==> src/rtl/mips_pkg.sv <==
// rtl/mips_pkg.sv - shared MIPS datapath constants and types
package mips_pkg;

  localparam int DW_DEFAULT   = 32;
  localparam int REG_DEPTH    = 32;
  localparam int REG_AW       = 5;
  localparam int ZERO_REG_IDX = 0;

  typedef logic [DW_DEFAULT-1:0] word_t;
  typedef logic [REG_AW-1:0]     reg_addr_t;

endpackage

==> src/rtl/regfile_rd_port.sv <==
// rtl/regfile_rd_port.sv - one read port: storage mux, write bypass, busy masking
module regfile_rd_port
  import mips_pkg::*;
#(
  parameter int DW       = DW_DEFAULT,
  parameter int DEPTH    = REG_DEPTH,
  parameter int AW       = $clog2(DEPTH),
  parameter int ZERO_REG = 1,
  parameter int BYPASS   = 1
) (
  input  logic [DW-1:0]    regs [DEPTH],
  input  logic [DEPTH-1:0] busy,
  input  logic [AW-1:0]    rd_addr,
  input  logic             wr_valid,
  input  logic [AW-1:0]    waddr,
  input  logic [DW-1:0]    wdata,
  input  logic             set_valid,
  input  logic [AW-1:0]    busy_addr,
  output logic [DW-1:0]    rd_data,
  output logic             rd_busy
);

  logic addr_ok;
  logic is_zero;
  logic wr_hit;
  logic set_hit;

  // Classify the address and detect same-cycle writer/producer hits.
  always_comb begin
    addr_ok = int'(rd_addr) < DEPTH;
    is_zero = (ZERO_REG != 0) && (rd_addr == AW'(ZERO_REG_IDX));
    wr_hit  = (BYPASS != 0) && wr_valid && (waddr == rd_addr);
    set_hit = set_valid && (busy_addr == rd_addr);
  end

  // Select data and busy flag; a forwarded write retires the pending producer
  // unless a new producer is being issued to the same register right now.
  always_comb begin
    rd_data = '0;
    rd_busy = 1'b0;
    if (addr_ok && !is_zero) begin
      if (wr_hit) begin
        rd_data = wdata;
        rd_busy = set_hit ? busy[rd_addr] : 1'b0;
      end else begin
        rd_data = regs[rd_addr];
        rd_busy = busy[rd_addr];
      end
    end
  end

endmodule

==> src/rtl/regfile_mp.sv <==
// rtl/regfile_mp.sv - multi-read-port register file with busy scoreboard
module regfile_mp
  import mips_pkg::*;
#(
  parameter int DW         = DW_DEFAULT,
  parameter int DEPTH      = REG_DEPTH,
  parameter int AW         = $clog2(DEPTH),
  parameter int NUM_RD     = 2,
  parameter int ZERO_REG   = 1,
  parameter int BYPASS     = 1,
  parameter int INIT_INDEX = 0
) (
  input  logic                 clk,
  input  logic                 rst_n,
  input  logic                 we,
  input  logic [AW-1:0]        waddr,
  input  logic [DW-1:0]        wdata,
  input  logic                 busy_set,
  input  logic [AW-1:0]        busy_addr,
  input  logic [NUM_RD*AW-1:0] rd_addr,
  output logic [NUM_RD*DW-1:0] rd_data,
  output logic [NUM_RD-1:0]    rd_busy
);

  logic [DW-1:0]    regs [DEPTH];
  logic [DEPTH-1:0] busy;
  logic             wr_valid;
  logic             set_valid;

  // A write or busy-set only counts for an in-range, writable register and
  // never while reset is asserted, so reset also hides any bypass.
  always_comb begin
    wr_valid  = rst_n && we && (int'(waddr) < DEPTH) &&
                !((ZERO_REG != 0) && (waddr == AW'(ZERO_REG_IDX)));
    set_valid = rst_n && busy_set && (int'(busy_addr) < DEPTH) &&
                !((ZERO_REG != 0) && (busy_addr == AW'(ZERO_REG_IDX)));
  end

  // Storage: reset to index or zero, then accept qualified writes.
  always_ff @(posedge clk or negedge rst_n) begin
    if (!rst_n) begin
      for (int i = 0; i < DEPTH; i++) begin
        regs[i] <= (INIT_INDEX != 0) ? DW'(i) : '0;
      end
    end else if (wr_valid) begin
      regs[waddr] <= wdata;
    end
  end

  // Scoreboard: a write clears its register, a set marks one; the set is
  // applied last so a newly issued producer wins over a retiring one.
  always_ff @(posedge clk or negedge rst_n) begin
    if (!rst_n) begin
      busy <= '0;
    end else begin
      if (wr_valid) busy[waddr] <= 1'b0;
      if (set_valid) busy[busy_addr] <= 1'b1;
    end
  end

  for (genvar k = 0; k < NUM_RD; k++) begin : g_rd
    regfile_rd_port #(
      .DW       (DW),
      .DEPTH    (DEPTH),
      .AW       (AW),
      .ZERO_REG (ZERO_REG),
      .BYPASS   (BYPASS)
    ) u_port (
      .regs      (regs),
      .busy      (busy),
      .rd_addr   (rd_addr[k*AW +: AW]),
      .wr_valid  (wr_valid),
      .waddr     (waddr),
      .wdata     (wdata),
      .set_valid (set_valid),
      .busy_addr (busy_addr),
      .rd_data   (rd_data[k*DW +: DW]),
      .rd_busy   (rd_busy[k])
    );
  end

endmodule

==> config.mk <==
export PLATFORM = sky130hd
export DESIGN_NAME = regfile_mp
export DESIGN_NICKNAME = d
export VERILOG_FILES = /design/src/rtl/mips_pkg.sv /design/src/rtl/regfile_rd_port.sv /design/src/rtl/regfile_mp.sv
export SDC_FILE = /design/constraint.sdc
export NUM_CORES = 2
export LEC_CHECK = 0
export BUFFER_PORTS_ARGS = -buffer_cell sky130_fd_sc_hd__buf_2
export CORE_ASPECT_RATIO = 0.7
export CORE_UTILIZATION = 38
export DETAILED_ROUTE_END_ITERATION = 10
export PLACE_DENSITY = 0.54
export SYNTH_ARGS = -nofsm -noshare
export SYNTH_HDL_FRONTEND = slang
export SYNTH_HIERARCHICAL = 1
export SYNTH_SLANG_ARGS = --single-unit
==> constraint.sdc <==
create_clock -name clk -period 2.74 [get_ports clk]
set_input_delay 0.548 -clock clk [delete_from_list [all_inputs] [get_ports clk]]
set_output_delay 0.548 -clock clk [all_outputs]
set_load 0.02 [all_outputs]
==> metrics.txt <==
clk_skew=0 ns; hold buffers post-CTS=0; initial antenna violation count=16; worst path arrival time=2.68 ns; post-synthesis xor/xnor area fraction=0.00304; largest family of logic cells by synthesized area=multiplexers; RSZ-0062 raised after global routing=true; 1st-iter DRT viols=4,409; Die Y=328 µm; largest net degree at the start of global routing=156; via count=41,100; most frequent cells in the layout=1,056 x dfrtp_1, 987 x mux2_2, 494 x buf_4; final setup margin=-0.489 ns; # H-tree levels=3; post-synthesis cell type count=62; Max Freq=310 MHz; die area=0.153 mm²; PwrDens=615 mW/mm²; r2r setup slk=1.82 ns; Hold Path Class=in -> reg; syn_area_per_cell=14.2 µm²; worst-skew pair later-pin latency=0.73 ns; die extent in x=468 µm; failing checks=setup timing; DR WL/cell=32.2 µm; leakage power=32.3 nW; Final Wtd Congestion=0.872; clk sink count=1,056; capture point of the worst reg-to-reg path=regs[598]; Final nets=4,592; Peak VDD IR=493 µV; Cell Area, Synth=0.0577 mm²; Mapped Cells=4,064; Total GRT Usage=0.278; Root Buffer Master=clkbuf_16; top post-synthesis cells by area=dfrtp_1 46%, mux2_2 19%, mux4_2 15%; Synth Warn #=6; Fin. Hold Viols=0; number of flops mapped to enable cells by yosys=0; Congestion Overflow GR=0; period utilization=1.18; min cycle time layout=3.23 ns; relative max-transition margin=0.329; Worst Tran Pin Value=1.01 ns; I/O pin total=122; fillers=12,900; drt first pass iters=7; worst reg2reg startpoint=regs[598]; post-synthesis sequential area ratio=0.458; core box area=0.151 mm²; clock slew at reported path FFs=0.06 ns; # placed instances=6,342; Worst setup endpoint=rd_data[22]; routed wire length=213,000 µm; Hold Crit Start=wdata[18]; CP required=2.19 ns; Post-synth top flop=dfrtp_1; Synth area leader=dfrtp_1; post-route ant nets=0; DP HPWL=143,000 µm; footprint of the multi-input gates=0.0307 mm²; Syn Nets=4,120; Crit. End Element=output port; row count=119; layout cells sized above 1=0.584; Yosys top cell area share=0.458; count of final max-slew check failures=0; commonest non-fill, non-tap cell in the layout=dfrtp_1; Post-Synth Adder-Cell Area=0; CTS tree=built; nature of the critical path startpoint=flop; # DRC=0; CP Class=reg -> out; Setup-failing EPs final=66; R2R cell count=2; post-synthesis mux area share=0.399; initial core utilization=0.383; simple-gate share of the synthesized area=0.0309; Total Power=44.4 mW; peak fanout along the critical path=3; worst slack, placed=-0.671 ns; Port Buf Inserts=121; status=finished, violations left; area added between synthesis and finish=25.1%; fin util=0.479; CP startpoint=regs[534]; Clock Path Buffers=3; ys async rst share=1.00; register bit total from synthesis=1,056; first-pass GRT wire length=308,000 µm; number of global-route vias before repair=40,800; CTS buffer count=113; Reg area=0.0264 mm²; post-synthesis compound-gate area fraction=0.0634; max_cap viols=0; vias per cell=6.20; non-filler cells, final=6,626
how the worst min path moves through the flow:
stage / cells past startpoint / end / slack, ns
6_report: 2 / regs[626] / 0.14
5_1_grt: 2 / regs[626] / 0.10
4_1_cts: 2 / regs[626] / 0.07
3_5_place_dp: 0 / regs[1022] / 0.38
3_3_place_gp: 0 / regs[1014] / 0.38
2_1_floorplan: 0 / busy[0] / 0.25
flip-flops by register name, summed over array words and instances, names as in the netlist:
register and cells:
busy 32, regs 1024
worst max-delay path, stage by stage (launching register included):
cell and delay, ns:
dfrtp_1 0.40, mux4_2 0.47, a22o_1 0.27, a31oi_2 0.20, nand4_1 0.27, o211a_1 0.20, buf_6 0.13
kinds of logic after synthesis:
family	Yosys count
AOI/OAI and AO/OA	515
xor gates and xnor gates	20
buffers and inverters	448
DFF	1056
muxes	1692
and+or+nand+nor	333
final cells by class:
cell class / count / share of cell area
Clock inverter: 45 / 0.00784
Timing Repair Buffer: 800 / 0.120
Inverter: 5 / 0.000260
Clock buffer: 156 / 0.0449
Multi-Input combinational cell: 2560 / 0.426
Sequential cell: 1056 / 0.366
Antenna cell: 8 / 0.000277
Tap cell: 1996 / 0.0346
power breakdown:
| part | switching (mW) | internal [mW] | total, mW |
|---|---|---|---|
| combinational | 4.11 | 5.00 | 9.11 |
| clock | 6.80 | 9.25 | 16.1 |
| sequential | 1.60 | 17.6 | 19.2 |
| total | 12.5 | 31.9 | 44.4 |
per-stage QoR:
step	TNS [ns]	hold slack, ns	cell area [µm²]
3_3_place_gp	-32.92	0.377	64800
2_1_floorplan	0	0.252	57700
4_1_cts	-21.44	0.0726	71200
6_report	-20.00	0.137	72200
5_1_grt	-23.85	0.104	72200
3_5_place_dp	-32.64	0.383	64800
what timing repair did:
action	CTS	global route
endpoints found under the setup margin	66	66
pin swaps	158	87
buffers inserted	55	23
gates resized for setup	398	142
cloned	12	4
synthesized netlist by cell type, drive strengths merged, types with 10 or more instances:
library cell,number
dfrtp,1056
mux2,1004
mux4,388
mux2i,300
buf,248
clkbuf,195
a22oi,110
o21ai,76
nand2,68
nor2,67
o22ai,66
a21oi,64
a221oi,52
nor3,48
a31oi,32
a221o,30
nand3,26
a22o,25
nor3b,20
nor2b,17
nand2b,16
nand4,14
xnor2,12
nor4,11
a211oi,10
and3b,10
o2111ai,10
o211a,10
o21bai,10
routing by layer:
layer / part of all wire / global-route usage / up-vias
met5: 0.00011 / 0 / -
met2: 0.41 / 0.382 / 1804
met4: 0.027 / 0.0680 / 4
met1: 0.47 / 0.432 / 22200
met3: 0.092 / 0.0675 / 314
li1: - / - / 16700
Note: power is estimated with default switching activity, not from simulation.
